===== config.mk =====
export PLATFORM = sky130hd
export DESIGN_NAME = restoring_divider
export DESIGN_NICKNAME = d
export VERILOG_FILES = /design/src/rtl/alu_pkg.sv /design/src/rtl/full_adder_cell.sv /design/src/rtl/ripple_carry_subtractor.sv /design/src/rtl/restoring_divider.sv
export SDC_FILE = /design/constraint.sdc
export NUM_CORES = 1
export LEC_CHECK = 0
export CAP_MARGIN = 20
export CORE_MARGIN = 2
export CORE_UTILIZATION = 40
export CTS_BUF_LIST = sky130_fd_sc_hd__clkbuf_4 sky130_fd_sc_hd__clkbuf_8
export DETAILED_ROUTE_END_ITERATION = 8
export PLACE_DENSITY = 0.7
export REMOVE_ABC_BUFFERS = 1
export SLEW_MARGIN = 20
export SYNTH_ARGS = -nofsm -noshare
export SYNTH_HDL_FRONTEND = slang
export SYNTH_SLANG_ARGS = --single-unit

===== constraint.sdc =====
create_clock -name clk -period 19.1 [get_ports clk]
set_input_delay 2.865 -clock clk [delete_from_list [all_inputs] [get_ports clk]]
set_output_delay 2.865 -clock clk [all_outputs]
set_load 0.01 [all_outputs]

===== src/rtl/alu_pkg.sv =====
// Shared ALU definitions: divider state encoding and default datapath width.
package alu_pkg;

  localparam int ALU_W = 16;

  typedef enum logic [1:0] {
    IDLE = 2'd0,
    RUN  = 2'd1,
    DONE = 2'd2
  } state_t;

endpackage


===== src/rtl/full_adder_cell.sv =====
// Single-bit full adder, the building block of the ripple chains.
module full_adder_cell (
  input  logic a,
  input  logic b,
  input  logic c_in,
  output logic sum,
  output logic c_out
);

  assign sum   = a ^ b ^ c_in;
  assign c_out = (a & b) | (c_in & (a ^ b));

endmodule


===== src/rtl/ripple_carry_subtractor.sv =====
// a - b as a + ~b + 1 over a full_adder_cell ripple chain; c_out=1 means no borrow.
module ripple_carry_subtractor #(
  parameter int w = 17
) (
  input  logic [w-1:0] a,
  input  logic [w-1:0] b,
  output logic [w-1:0] diff,
  output logic         c_out
);

  logic [w:0]   carry;
  logic [w-1:0] b_n;

  assign b_n      = ~b;
  assign carry[0] = 1'b1;
  assign c_out    = carry[w];

  for (genvar i = 0; i < w; i++) begin : g_bit
    full_adder_cell u_fa (
      .a    (a[i]),
      .b    (b_n[i]),
      .c_in (carry[i]),
      .sum  (diff[i]),
      .c_out(carry[i+1])
    );
  end

endmodule


===== src/rtl/restoring_divider.sv =====
// Multi-cycle unsigned restoring divider: one trial subtraction per cycle,
// start/busy/done handshake, quotient all-ones and flag on divide by zero.
module restoring_divider
  import alu_pkg::*;
#(
  parameter int w = ALU_W
) (
  input  logic         clk,
  input  logic         rst,
  input  logic         start,
  input  logic [w-1:0] dividend,
  input  logic [w-1:0] divisor,
  output logic         busy,
  output logic         done,
  output logic [w-1:0] quotient,
  output logic [w-1:0] remainder,
  output logic         div_by_zero
);

  localparam int CW = $clog2(w + 1);

  state_t         state;
  logic [w-1:0]   dvsr;
  logic [w-1:0]   quot;
  logic [w:0]     prem;
  logic [CW-1:0]  cnt;
  logic [w:0]     shifted;
  logic [w:0]     diff;
  logic           no_borrow;
  logic           unused_prem_msb;

  // prem[w] is always 0 after a step (committed diff < divisor), so only the
  // low w bits feed the shift.
  assign shifted         = {prem[w-1:0], quot[w-1]};
  assign unused_prem_msb = prem[w];

  ripple_carry_subtractor #(.w(w + 1)) u_sub (
    .a    (shifted),
    .b    ({1'b0, dvsr}),
    .diff (diff),
    .c_out(no_borrow)
  );

  assign quotient  = quot;
  assign remainder = prem[w-1:0];

  always_ff @(posedge clk) begin
    if (rst) begin
      state       <= IDLE;
      busy        <= 1'b0;
      done        <= 1'b0;
      div_by_zero <= 1'b0;
      dvsr        <= '0;
      quot        <= '0;
      prem        <= '0;
      cnt         <= '0;
    end else begin
      case (state)
        IDLE: begin
          done <= 1'b0;
          if (start) begin
            if (divisor != '0) begin
              state       <= RUN;
              busy        <= 1'b1;
              dvsr        <= divisor;
              quot        <= dividend;
              prem        <= '0;
              cnt         <= CW'(w);
              div_by_zero <= 1'b0;
            end else begin
              state       <= DONE;
              done        <= 1'b1;
              quot        <= '1;
              prem        <= {1'b0, dividend};
              div_by_zero <= 1'b1;
            end
          end
        end
        RUN: begin
          if (no_borrow) begin
            prem <= diff;
            quot <= {quot[w-2:0], 1'b1};
          end else begin
            prem <= shifted;
            quot <= {quot[w-2:0], 1'b0};
          end
          cnt <= cnt - 1'b1;
          if (cnt == CW'(1)) begin
            state <= DONE;
            busy  <= 1'b0;
            done  <= 1'b1;
          end
        end
        DONE: begin
          state <= IDLE;
          done  <= 1'b0;
        end
        default: begin
          state <= IDLE;
          busy  <= 1'b0;
          done  <= 1'b0;
        end
      endcase
    end
  end

endmodule

After elaboration in Yosys (flattened, before gate mapping)
Index checks and enable logic that the tools add are counted.
Widths: inputs -> output; s select.
{ "totals": {"reg_bits": 58, "latch_bits": 0, "ram_bits": 0, "rom_bits": 0, "in_bits": 35, "output_inout_bits": 35, "memories": 0} }
{ "classes": {"addsub": 1, "mul": 0, "n_div": 0, "order_cmp": 0, "eq_ne": 6, "n_shift": 0, "muxes": 23, "bitwise_logic": 85, "reduce_logical": 9} }
{ "op_table": {"columns": ["op", "n"], "rows": [
  ["$mux 16", 5],
  ["$pmux 16 s2", 2],
  ["$and 1x1->1", 33],
  ["$xor 1x1->1", 32],
  ["$not 16->17", 1],
  ["$or 1x1->1", 17],
  ["$reduce_bool 16->1", 1],
  ["$mux 5", 2],
  ["$pmux 5 s2", 1],
  ["$mux 1", 7],
  ["$mux 2", 3],
  ["$ne 2x2->1 const B", 3],
  ["$reduce_and 2->1", 3],
  ["$reduce_and 3->1", 2],
  ["$eq 5x1->1 const B", 1],
  ["$sub 5x1->5 const B", 1],
  ["$pmux 2 s2", 1],
  ["$reduce_and 4->1", 1],
  ["$pmux 1 s3", 1],
  ["$eq 2x1->1 const B", 1],
  ["$eq 2x2->1 const B", 1],
  ["$logic_not 2->1", 1],
  ["$not 1->1", 2],
  ["$pmux 1 s2", 1],
  ["$reduce_bool 2->1", 1]
]} }

Longest topological paths before layout
Gate-level depths: netlist of run 1.
{ "logic_depth": {"ltp_word": 37, "mapped_depth": 26, "ltp_nobuf": 24} }

Cells and area by module
A second synthesis of run 1 with hierarchy kept.
{ "unflattened": {"hier_cells": 341, "hier_area_um2": 3031.7} }
{ "modules_own_cells": {"columns": ["mod", "instances", "cells_per_inst", "area_per_inst_um2", "seq_area_each_um2"], "rows": [
  ["restoring_divider", 1, 306, 2623.8, 1161.1],
  ["full_adder_cell", 17, 1, 20.0, 0.0],
  ["ripple_carry_subtractor", 1, 18, 67.6, 0.0]
]} }

Least setup slack after synthesis of run 1
OpenSTA, ideal clock, no wires.
{ "synth_timing": {"path_type": "reg2reg", "from": "register quot[15] (netlist: quotient[15])", "to": "register prem[13]", "setup_time_ns": 0.139, "t_arrival_ns": 7.300, "path_slack_ns": 11.660, "stages_incl_launch_ff": 26, "path_buffers": 1, "path_cell_list": "dfxtp_1 -> inv_1 -> ha_1 -> fa_1 -> fa_1 -> fa_1 -> fa_1 -> fa_1 -> fa_1 -> fa_1 -> fa_1 -> fa_1 -> fa_1 -> fa_1 -> fa_1 -> inv_1 -> fa_1 -> inv_1 -> fa_1 -> inv_1 -> fa_1 -> or2_2 -> buf_2 -> mux2_2 -> a21oi_1 -> a221oi_1"} }
{ "synth_between": {"elab_chain_len": 36, "elab_cells_between_ends": 38, "cone_classes": "2 x mux; 36 x bitwise"} }
{ "synth_rtl": {"columns": ["element", "line_no", "source"], "rows": [
  ["start, declared", "restoring_divider.sv:24", "logic [w-1:0] quot;"],
  ["start signal, assigned", "restoring_divider.sv:66", "quot <= dividend;"],
  ["start signal, assigned", "restoring_divider.sv:82", "quot <= {quot[w-2:0], 1'b1};"],
  ["start signal, assigned", "restoring_divider.sv:85", "quot <= {quot[w-2:0], 1'b0};"],
  ["$and 1x1->1 or $xor 1x1->1 (tied branches)", "full_adder_cell.sv:11", "assign c_out = (a & b) | (c_in & (a ^ b));"],
  ["$or 1x1->1 *", "full_adder_cell.sv:11", null],
  ["$and 1x1->1 *", "full_adder_cell.sv:11", null],
  ["$or 1x1->1 *", "full_adder_cell.sv:11", null],
  ["$and 1x1->1 *", "full_adder_cell.sv:11", null],
  ["$or 1x1->1 *", "full_adder_cell.sv:11", null],
  ["$and 1x1->1 *", "full_adder_cell.sv:11", null],
  ["$or 1x1->1 *", "full_adder_cell.sv:11", null],
  ["[20 not listed]", null, null],
  ["$and 1x1->1", "full_adder_cell.sv:11", null],
  ["$or 1x1->1", "full_adder_cell.sv:11", null],
  ["$and 1x1->1", "full_adder_cell.sv:11", null],
  ["$or 1x1->1", "full_adder_cell.sv:11", null],
  ["$and 1x1->1", "full_adder_cell.sv:11", null],
  ["$or 1x1->1", "full_adder_cell.sv:11", null],
  ["$mux 16 *", "restoring_divider.sv:80", "if (no_borrow) begin"],
  ["$pmux 16 s2 *", "restoring_divider.sv:58", "case (state)"],
  ["end signal, assigned", "restoring_divider.sv:74", "prem <= {1'b0, dividend};"],
  ["end signal, assigned", "restoring_divider.sv:81", "prem <= diff;"],
  ["end signal, assigned", "restoring_divider.sv:84", "prem <= shifted;"],
  ["end, declared", "restoring_divider.sv:25", "logic [w:0] prem;"]
]} }
Mark *: on every way between the ends. The rest lies on a longest branch, timed or not.
A chain may end at the register's enable or synchronous reset.

Worst setup path in the final report of run 1
{ "layout_timing": {"from": "register quot[15] (netlist: quotient[15])", "to": "register prem[15]"} }
{ "layout_between": {"elab_chain_len": 36, "elab_cells_between_ends": 38, "cone_classes": "2 x mux; 36 x bitwise"} }
{ "layout_rtl": {"columns": ["element", "line_no"], "rows": [
  ["$and 1x1->1 or $xor 1x1->1 (tied branches)", "full_adder_cell.sv:11"],
  ["$or 1x1->1 *", "full_adder_cell.sv:11"],
  ["$and 1x1->1 *", "full_adder_cell.sv:11"],
  ["$or 1x1->1 *", "full_adder_cell.sv:11"],
  ["$and 1x1->1 *", "full_adder_cell.sv:11"],
  ["$or 1x1->1 *", "full_adder_cell.sv:11"],
  ["$and 1x1->1 *", "full_adder_cell.sv:11"],
  ["$or 1x1->1 *", "full_adder_cell.sv:11"],
  ["[20 not listed]", null],
  ["$and 1x1->1 *", "full_adder_cell.sv:11"],
  ["$or 1x1->1 *", "full_adder_cell.sv:11"],
  ["$and 1x1->1", "full_adder_cell.sv:11"],
  ["$or 1x1->1", "full_adder_cell.sv:11"],
  ["$and 1x1->1", "full_adder_cell.sv:11"],
  ["$or 1x1->1", "full_adder_cell.sv:11"],
  ["$mux 16 *", "restoring_divider.sv:80"],
  ["$pmux 16 s2 *", "restoring_divider.sv:58"]
]} }
Marks and branches as above.

==> impl_metrics.tcl, run 1 <==
set metrics [dict create \
    fin_crit_ns 8.23 \
    finalSetupViolCount 0 \
    min_delay_path_depth 2 \
    reg2reg_depth 24 \
    diodes 0 \
    layout-drive-gt1-share_pct 8.07 \
    ys_async_sr_fraction_pct 0 \
    holdBufCountCts 0 \
    fin_nets 457 \
    fin_skew_ns 0.00883 \
    syn-instance-count 364 \
    endpoint_kind "flip-flop" \
    synth_cell_types 40 \
    hold_slack_ns 0.455 \
    syn_avg_cell_area_um2 8.74 \
    drtIter0Drc 92 \
    maxCapViolCount 0 \
    maxSlewViolCount 0 \
    clk_pin_slew_worst_paths_ns 0.06 \
    dieArea_um2 8690 \
    grt_max_degree 60 \
    cts_buffer_depth 2 \
    post-place-ws_ns 10.86 \
    dp.cells 495 \
    num_rows 32 \
    critPathArrivalTime_ns 8.41 \
    core-area_um2 7730 \
    ys_ff_latch 58 \
    fin_cells 511 \
    worst_slew_pin_slew_ns 1.00 \
    finalHoldViolCount 0 \
    status "finished, final reports clean" \
    cts_root_buf "clkbuf_8" \
    finalWeightedCongestion 0.841 \
    area_growth_pct 24.8 \
    cts_tree "yes" \
    synth_top_area_share_pct 36.5 \
    synth_warnings 0 \
    synth_top_area_cell "dfxtp_1" \
    numCtsBuffers 9 \
    synth_edf_count 0 \
    rsz0062_at_grt "no" \
    tns_ns 0 \
    antenna_found_initial 0 \
    synth_common_cells "58 x dfxtp_1, 37 x nand2_1, 36 x a211oi_1" \
    portBuffers 69 \
    initial_core_util_pct 41.2 \
    ios 70 \
    min_from "dvsr[13]" \
    worstSetupPathType "reg -> reg" \
    power.leakage_nw 1.41 \
    fin_crit_sh_pct 43.1 \
    p_per_area_nw_per_um2 94.4 \
    cts_sinks 58 \
    worstPathMaxFanout 19 \
    critPathLaunch "quotient[15]" \
    grt_pass1_wl_um 13100 \
    dpl.hpwl_um 5540 \
    clkLatencyLatePin_ns 0.34 \
    cp.required_ns 19.29 \
    synthFlopType "dfxtp_1" \
    drt-total-wl_um 8040 \
    fmax_mhz 122 \
    drc 0 \
    routedWlPerCell_um 15.7 \
    max_slew_margin_pct 33.2 \
    timing.final.ws_setup_ns 10.87 \
    synth.yosys.seq_area_share_pct 36.5 \
    cts_resized 0 \
    fin_area_um2 3970 \
    die_x_um 93.2 \
    vdd_drop_max_uv 35.7 \
    synth_area_um2 3180 \
    vias 2805 \
    drt_pass1_iterations 4 \
    r2r_start "quotient[15]" \
    cts_setup_buffers 0 \
    worstSetupStartpointType "flip-flop" \
    hp-class "reg -> reg" \
    grt_pass1_vias 2753 \
    synth_area_leaders "dfxtp_1 36%, fa_1 9.4%, a211oi_1 8.5%, buf_4 4.5%, nand2_1 4.4%" \
    drtAntennaViolNets 0 \
    dpl-instance-area_um2 3770 \
    h-tree-depth 3 \
    via_per_inst 5.49 \
    grt-ovfl-total 0 \
    groute.usage.overall_pct 19.3 \
    yosysMostFrequentCell "dfxtp_1" \
    die_h_um 93.2 \
]
critical path: stages (launching register included):
cell and delay, ns:
dfxtp_1 0.37, inv_1 0.08, ha_1 0.20, fa_1 0.41
fa_1 0.45, fa_1 0.44, fa_1 0.44, fa_1 0.43
fa_1 0.43, fa_1 0.43, fa_1 0.43, fa_1 0.43
fa_1 0.43, fa_1 0.43, fa_1 0.39, inv_1 0.08
fa_1 0.17, inv_1 0.05, fa_1 0.38, inv_1 0.08
fa_1 0.48, or2_2 0.44, mux2_2 0.38, a21oi_1 0.14
a211oi_1 0.08
sequential cells by signal (all words and copies together), names as in the netlist:
name         count
state            2
quotient        16
cnt              5
div_by_zero      1
done             1
prem            16
dvsr            16
busy             1
worst paths after layout:
path	slack [ns]	endpoint
min reg2reg	0.46	dvsr[13]
min	0.46	dvsr[13]
max reg2reg	10.87	prem[15]
max	10.87	prem[15]
per-stage QoR:
step / util (%) / total power, mW
final: 51.4 / 0.375
after global routing: 51.4 / 0.400
after CTS: 51.3 / 0.377
after detailed placement: 48.8 / 0.270
after global placement: 48.8 / 0.267
after floorplan: - / 0.221
metal layers:
layer  vias to the layer above  share of wire (%)  global-route usage (%)
li1                       1369                  -                       -
met1                      1348                 45                    23.3
met2                        71                 48                    33.3
met3                        17                3.9                    3.30
met4                         0                2.5                    8.82
met5                         -                  0                       0
report_power, final:
| part | total (mW) | switching (mW) | internal, mW | leakage, nW |
|---|---|---|---|---|
| clock | 0.107 | 0.0469 | 0.0602 | 0.103 |
| combinational | 0.121 | 0.0634 | 0.0571 | 0.833 |
| sequential | 0.147 | 0.0128 | 0.134 | 0.478 |
cell type report:
cell class | instances | area (µm²)
clock buffers | 14 | 180
well taps | 102 | 128
inverters | 25 | 93.8
repair buffers | 73 | 716
flip-flops and latches | 58 | 1160
fillers | 727 | 3760
clock inverters | 2 | 10.0
multi-input cells | 237 | 1680
cells by family after synthesis:
| group | after synthesis | share of synthesized area (%) |
|---|---|---|
| muxes | 2 | 0.707 |
| AOI/OAI and AO/OA | 108 | 23.9 |
| buffers and inverters | 69 | 11.0 |
| xor gates and xnor gates | 2 | 0.550 |
| DFF | 58 | 36.5 |
| and+or+nand+nor | 107 | 16.7 |
| adders and majority gates | 18 | 10.6 |
layout by cell type, fill, tap and decap left out, types with 3 or more instances in the layout:
cell | synthesis | routed
and2_1 | 10 | 10
fa_1 | 15 | 15
o22ai_1 | 6 | 6
a21oi_1 | 27 | 27
nand2_1 | 37 | 37
nand3_1 | 4 | 4
ha_1 | 3 | 3
nor4_2 | 4 | 4
a311oi_1 | 14 | 14
dfxtp_1 | 58 | 58
a211oi_1 | 36 | 36
buf_4 | 19 | 4
nor2_1 | 21 | 21
o211ai_1 | 4 | 4
clkdlybuf4s50_1 | 0 | 68
clkbuf_8 | 0 | 12
o31ai_1 | 10 | 10
nor3_1 | 21 | 21
inv_1 | 25 | 25
Power figures use the tool's default switching activity.
==> run 2: changes to the inputs <==
--- a/config.mk
+++ b/config.mk
@@ -10,7 +10,7 @@
 export CORE_UTILIZATION = 40
 export CTS_BUF_LIST = sky130_fd_sc_hd__clkbuf_4 sky130_fd_sc_hd__clkbuf_8
 export DETAILED_ROUTE_END_ITERATION = 8
-export PLACE_DENSITY = 0.7
+export PLACE_DENSITY = 0.72
 export REMOVE_ABC_BUFFERS = 1
 export SLEW_MARGIN = 20
 export SYNTH_ARGS = -nofsm -noshare
==> constraint.sdc (replaced) <==
create_clock -name clk -period 7.4 [get_ports clk]
set_input_delay 1.11 -clock clk [delete_from_list [all_inputs] [get_ports clk]]
set_output_delay 1.11 -clock clk [all_outputs]
set_load 0.01 [all_outputs]
==> run 2 against run 1 <==
Compared with the run above:
- first-iteration DRC count up 66%
- combinational power rose to 2.8 times the previous value
- sequential power rose to 2.6 times the previous value
- sequential share of layout area down 0.81 points
- largest power group unchanged
==> impl_metrics.tcl, run 2 (same netlist as run 1, synthesis figures left out) <==
set metrics [dict create \
    grt-ovfl-total 0 \
    num_rows 32 \
    worst_slew_pin_slew_ns 1.07 \
    fin_skew_ns 0.00846 \
    drtIter0Drc 153 \
    routedWlPerCell_um 16.3 \
    worstPathMaxFanout 12 \
    cts_root_buf "clkbuf_8" \
    endpoint_kind "flip-flop" \
    via_per_inst 5.50 \
    cts_setup_buffers 0 \
    drt-total-wl_um 8420 \
    hold_slack_ns 0.473 \
    r2r_slack_ns 0.34 \
    fin_nets 463 \
    cts_tree "yes" \
    fillers 716 \
    core-area_um2 7730 \
    fin_crit_ns 7.06 \
    dpl.hpwl_um 5780 \
    maxSlewViolCount 0 \
    dieArea_um2 8690 \
    finalHoldViolCount 0 \
    multi_input_area_um2 1710 \
    grt_max_degree 60 \
    portBuffers 69 \
    max_slew_margin_pct 28.8 \
    cpMaxStageDelayCell "fa_1" \
    diodes 0 \
    p_per_area_nw_per_um2 257 \
    vias 2842 \
    clk_pin_slew_worst_paths_ns 0.07 \
    fin_crit_sh_pct 95.4 \
    layout-drive-gt1-share_pct 11.8 \
    hp-class "reg -> reg" \
    drt_pass1_iterations 4 \
    fmax_mhz 142 \
    power.leakage_nw 1.45 \
    vdd_drop_max_uv 101 \
    antenna_found_initial 0 \
    critPathArrivalTime_ns 7.32 \
    final_common_cell "clkdlybuf4s50_1" \
    groute.usage.overall_pct 20.1 \
    die_x_um 93.2 \
    area_growth_pct 28.3 \
    cts_buffer_depth 2 \
    worstSetupStartpointType "flip-flop" \
    finalWeightedCongestion 0.817 \
    maxCapViolCount 0 \
    grt_pass1_wl_um 13500 \
    max_stage_delay_ns 0.42 \
    status "finished, final reports clean" \
    final_cell_mix "68 x clkdlybuf4s50_1, 58 x dfxtp_1, 37 x nand2_1, 36 x a211oi_1, 27 x a21oi_1" \
    h-tree-depth 3 \
    cp_common_cell "fa_2" \
    die_h_um 93.2 \
    cts_sinks 58 \
    ios 70 \
    dpl-instance-area_um2 3820 \
    worstSetupPathType "reg -> reg" \
    fin_area_um2 4080 \
    seq_area_um2 1160 \
    grt_pass1_vias 2732 \
    numCtsBuffers 9 \
    rsz0062_at_grt "no" \
    clkLatencyLatePin_ns 0.34 \
    drc 0 \
    total_power_mw 1.05 \
    drtAntennaViolNets 0 \
    cp.required_ns 7.66 \
    initial_core_util_pct 41.2 \
    finalSetupViolCount 0 \
]
## run 2: area by class of cell
class	count	area share, %
clock inverters	5	1.90
inverters	25	2.30
flip-flops and latches	58	28.4
multi-input cells	237	41.9
clock buffers	11	3.55
repair buffers	79	18.8
well taps	102	3.12
## run 2: what timing repair did
| action | 4_1_cts | 5_1_grt |
|---|---|---|
| setup endpoints to repair | 16 | 17 |
| pin swaps | 2 | 5 |
| hold buffers | 0 | 0 |
| gates resized for setup | 6 | 7 |
## run 2: worst max-delay path: cells and delay by family, from the launching register on
family / cells / cell delay (ns)
adders and majority gates: 16 / 5.55
AOI/OAI and AO/OA: 3 / 0.58
buffers and inverters: 5 / 0.42
DFF: 1 / 0.32
and+or+nand+nor: 1 / 0.07
## run 2: routing by layer
layer / global-route usage (%) / share of wire, %
met1: 26.2 / 44
met2: 33.2 / 50
met3: 2.90 / 4.8
met4: 8.46 / 1.7
met5: 0 / 0
## run 2: metrics by stage
step / instances / setup TNS (ns) / utilization [%] / worst slack [ns]
finish: 517 / 0 / 52.8 / 0.340
global placement: 501 / -1.32 / 49.4 / -0.117
CTS: 517 / 0 / 52.5 / 0.0364
floorplan: 320 / -3.76 / - / -0.400
detailed placement: 501 / -2.05 / 49.4 / -0.176
global route: 517 / 0 / 52.8 / 0.0116
## run 2: worst paths after layout
check	startpoint	end	cells past startpoint
max	quotient[15]	prem[4]	25
min	dvsr[13]	dvsr[13]	2
max reg2reg	quotient[15]	prem[4]	25
min reg2reg	dvsr[13]	dvsr[13]	2
## run 2: power by group
part / switching (mW) / internal, mW
clock network: 0.130 / 0.201
registers: 0.0328 / 0.347
logic: 0.172 / 0.165
==> RTL edit 1, RTL diff (flow settings as in run 2) <==
Reset style: asynchronous (`rst`), changed in one clocked block.
--- a/src/rtl/restoring_divider.sv
+++ b/src/rtl/restoring_divider.sv
@@ -44,7 +44,7 @@
   assign quotient  = quot;
   assign remainder = prem[w-1:0];
 
-  always_ff @(posedge clk) begin
+  always_ff @(posedge clk or posedge rst) begin
     if (rst) begin
       state       <= IDLE;
       busy        <= 1'b0;
Function: differs if rst is asserted again (counterexample within 4 cycles, from zero or initial values and one cycle with rst high); with rst held inactive, the same outputs for 10 cycles.
==> RTL edit 1 against run 2 <==
  * Worst hold slack improved by 0.031 ns
  * First-iteration DRC count fell by 2.0%
  * Wire length is 4.2% lower
  * Sequential cell count unchanged
  * Setup slack better by 0.031 ns
  * Area after synthesis grew 3.2%
  * Global-route usage decreased by 0.40 points
  * Non-clock buffer count is 1 lower
  * Design area is 2.6% higher
  * Synthesized cell count decreased by 6.9%
Power is not compared: it rests on default switching activity, and its combinational part moved more than twofold at a synthesized area within 25%.
==> RTL edit 1: results (changes against run 2) <==
- Outcome: complete, no violations
- Met1 Use GR: 0.254 (-0.00822)
- Met3 layer usage reported by global route: 0.0375 (+0.00850)
- Post-synthesis cell count: 339 (-6.9%)
- The total met2 wirelength after detailed routing was 4.00 mm (-4.5%).
- Fraction of layout cells with a size suffix above 1: 0.125 (+0.00661)
- Via count of the first global-routing pass: 2684 (-1.8%)
- The detailed router's first-iteration violation count was 150 (-2.0%).
- GRT met2 Usage: 0.327 (-0.00529)
- The detailed-router iteration count before antenna repair was 5 (+1).
- Yosys attributes the largest share of cell area to dfrtp_1 (44%), fa_1 (9.1%), o21ai_0 (4.6%).
* Vias per std cell: 5.42 (-1.4%)
* Number of nets in the layout: 441 (-4.8%)
* Layout Skew: 0.0103 ns (+0.00180 ns)
* Synth Area in Adders: 0.103 (-0.00331)
- Max FO, Critical Path: 2 (-10)
- The half-perimeter wire length of the detailed placement result was 5.60 mm (-3.3%).
- Global placer's final weighted congestion: 0.758 (-7.2%)
- Pin count of the biggest net entering global routing: 59 (-1.7%)
* Wire length of the first global-routing pass: 13.4 mm (-0.81%)
* Post-synthesis cell type count: 32 (-20%)
- The portion of the post-synthesis area used by sequential elements is 0.442 (+0.0770).
- Fraction of synthesized area in multiplexers: 0.0712 (+0.0641)
* Hold Crit Start: quotient[6]$_DFFE_PP0P_
* Met3 wire len: 423 um (+5.8%)
- Routed length on met1: 3.49 mm (-5.2%)
- The total global-route track usage is 0.196 (-0.00405).
- Arr. time, crit path: 7.26 ns (-0.06 ns)
- Area fraction in compound gates after synthesis: 0.155 (-0.0840)
- Ranked by instance count, the synthesized netlist is headed by dfrtp_1 (58), nand2_1 (33), o21ai_0 (30).
- The parity-gate share of the synthesized area counting xor and xnor cells came to 0 (-0.00550).
- WL/cell: 16.2 um (-0.53%)
- In this run the worst setup path begins at dvsr[0]$_DFFE_PP0P_.
==> RTL edit 1: final cells by class <==
class,count,area [um2]
Clock buffer,10,138
Clock inverter,6,80.1
Fill cell,752,3900
Inverter,29,109
Multi-Input combinational cell,212,1520
Sequential cell,58,1450
Tap cell,105,131
Timing Repair Buffer,78,766
==> RTL edit 1: worst min-delay path: cells and delay by family, from the launching register on <==
| family | cells | cell delay (ns) |
|---|---|---|
| flops | 1 | 0.36 |
| compound gates | 1 | 0.06 |
| simple gates | 1 | 0.05 |
==> RTL edit 1: worst paths after layout <==
path	endpoint	slack, ns	depth (start not counted)
hold reg to reg	quotient[6]$_DFFE_PP0P_	0.50	2
min in group asynchronous	prem[11]$_DFFE_PP0P_	1.31	3
setup / recovery	prem[15]$_DFFE_PP0P_	0.37	22
hold / removal	quotient[6]$_DFFE_PP0P_	0.50	2
setup reg to reg	prem[15]$_DFFE_PP0P_	0.37	22
max in group asynchronous	state[1]$_DFFE_PP0P_	5.59	3
==> RTL edit 1: cell families after synthesis <==
family	Yosys count
buffers and inverters	69
multiplexers	21
flip-flops	58
AO/OA/AOI/OAI	82
AND/OR/NAND/NOR	91
adder cells (fa/ha/maj)	18
==> RTL edit 1: report_power, final <==
part	internal [W]	switching (W)
logic	0.000567	0.000584
clock network	0.000196	0.000130
registers	0.000482	0.000158
total	0.00125	0.000872
==> RTL edit 1: repair_timing <==
item / in CTS / in global routing
setup endpoints to repair: 15 / 16
setup buffers: 0 / 0
resized for setup: 4 / 8
cloned: 0 / 0
hold endpoints to repair: 0 / 0
==> RTL edit 2, RTL diff (flow settings as in run 2) <==
Made on the original files. Set the package constant `ALU_W` to 8 (it was 16).
--- a/src/rtl/alu_pkg.sv
+++ b/src/rtl/alu_pkg.sv
@@ -1,7 +1,7 @@
 // Shared ALU definitions: divider state encoding and default datapath width.
 package alu_pkg;
 
-  localparam int ALU_W = 16;
+  localparam int ALU_W = 8;
 
   typedef enum logic [1:0] {
     IDLE = 2'd0,
Ports: changed (resized dividend, divisor, quotient and remainder); port bits go from 70 to 38. The function was not compared with the original's and may differ.
==> RTL edit 2 against run 2 <==
  * Die area is 42% lower
  * Synthesized cell count is 46% lower
  * Area after synthesis is 44% lower
  * Sequential share of layout area is 1.7 points higher
  * Clock skew is 0.0045 ns lower
  * Critical path depth is 10 lower
  * Sequential cell count is 25 lower
  * Wire length is 54% lower
  * Setup slack better by 3.0 ns
  * Design area is 46% lower
  * Total power is 54% lower
  * Highest routed layer unchanged
==> RTL edit 2: results (changes against run 2) <==
- The number of ordinary and repair buffers in the finished layout is 39 (-51%).
- Multi-input logic portion of the cell area: 0.427 (+0.00862)
- The total area of sequential cells was 661 um2 (-43%).
- The non-clock inverter total of the final layout is 15 (-40%).
- Global-route usage over all layers: 0.161 (-0.0396)
* Cell internal pwr: 0.000331 W (-54%)
- Starting DRC count in detailed routing: 110 (-28%)
* Outcome: complete, no violations
- Detailed Place HPWL: 2.84 mm (-51%)
- The total of clock buffers placed in the layout came to 6 (-5).
- Global placer's final weighted congestion: 0.765 (-6.4%)
- Via count of the first global-routing pass: 1360 (-50%)
- Worst flop-to-flop path endpoint: prem[7]$_SDFFE_PP0P_
- The total clock buffers created by CTS is 5 (-4).
- Sequential power share: 0.437 (+0.075)
* Placement-stage worst setup slack: 3.26 ns (+3.44 ns)
- The maximum clock frequency is 243 MHz (+72%).
- The pin count of the biggest net entering global routing came to 20 (-67%).
- Resized cells post-CTS: 0 (-6)
- Top area cells in the synthesized netlist: dfxtp_1 (37%), fa_1 (7.9%), nor2_1 (7.2%)
- The number of sequential cells was 33 (-43%).
* Quantity of I/O buffers inserted on ports: 37 (-46%)
- Met3 layer usage reported by global route: 0.0271 (-0.00194)
* Vias per std cell: 5.20 (-5.5%)
* Proportion of cell area spent on the clock network: 0.0394 (-0.0151)
- The area share of buffers outside the clock network was 0.176 (-0.0121).
- The clock tree skew after final layout is 0.00396 ns (-0.00450 ns).
- The worst supply voltage drop on vdd came to 86.0 uV (-15%).
* Static Leakage: 0.834 nW (-42%)
- Met3 wire len: 183 um (-54%)
- Routed length on met1: 1.85 mm (-50%)
* Max FO, Critical Path: 4 (-8)
* Post-synthesis cell type count: 41 (+2.5%)
- The mean routed wirelength per cell is 14.0 um (-14%).
- Number of cells after detailed placement: 267 (-47%)
* Maximum level of the CTS H-tree: 2 (-1)
[RTL edit 2: how the worst min path moves through the flow]
stage	start	endpoint	slack, ns	cells past startpoint
global route	quotient[3]$_SDFFE_PP0P_	quotient[3]$_SDFFE_PP0P_	0.50	2
detailed placement	div_by_zero$_SDFFE_PP0P_	div_by_zero$_SDFFE_PP0P_	0.47	2
floorplan	cnt[1]$_SDFFE_PP0P_	cnt[1]$_SDFFE_PP0P_	0.44	2
finish	quotient[5]$_SDFFE_PP0P_	quotient[5]$_SDFFE_PP0P_	0.47	2
CTS	quotient[0]$_SDFFE_PP0P_	quotient[0]$_SDFFE_PP0P_	0.48	2
global placement	div_by_zero$_SDFFE_PP0P_	div_by_zero$_SDFFE_PP0P_	0.46	2
[RTL edit 2: cells by family after synthesis]
family / share of synthesized area
multiplexers: 0.0449
AND/OR/NAND/NOR: 0.196
XOR/XNOR: 0.00491
buffers and inverters: 0.105
adder cells (fa/ha/maj): 0.0996
AO/OA/AOI/OAI: 0.180
flip-flops: 0.370
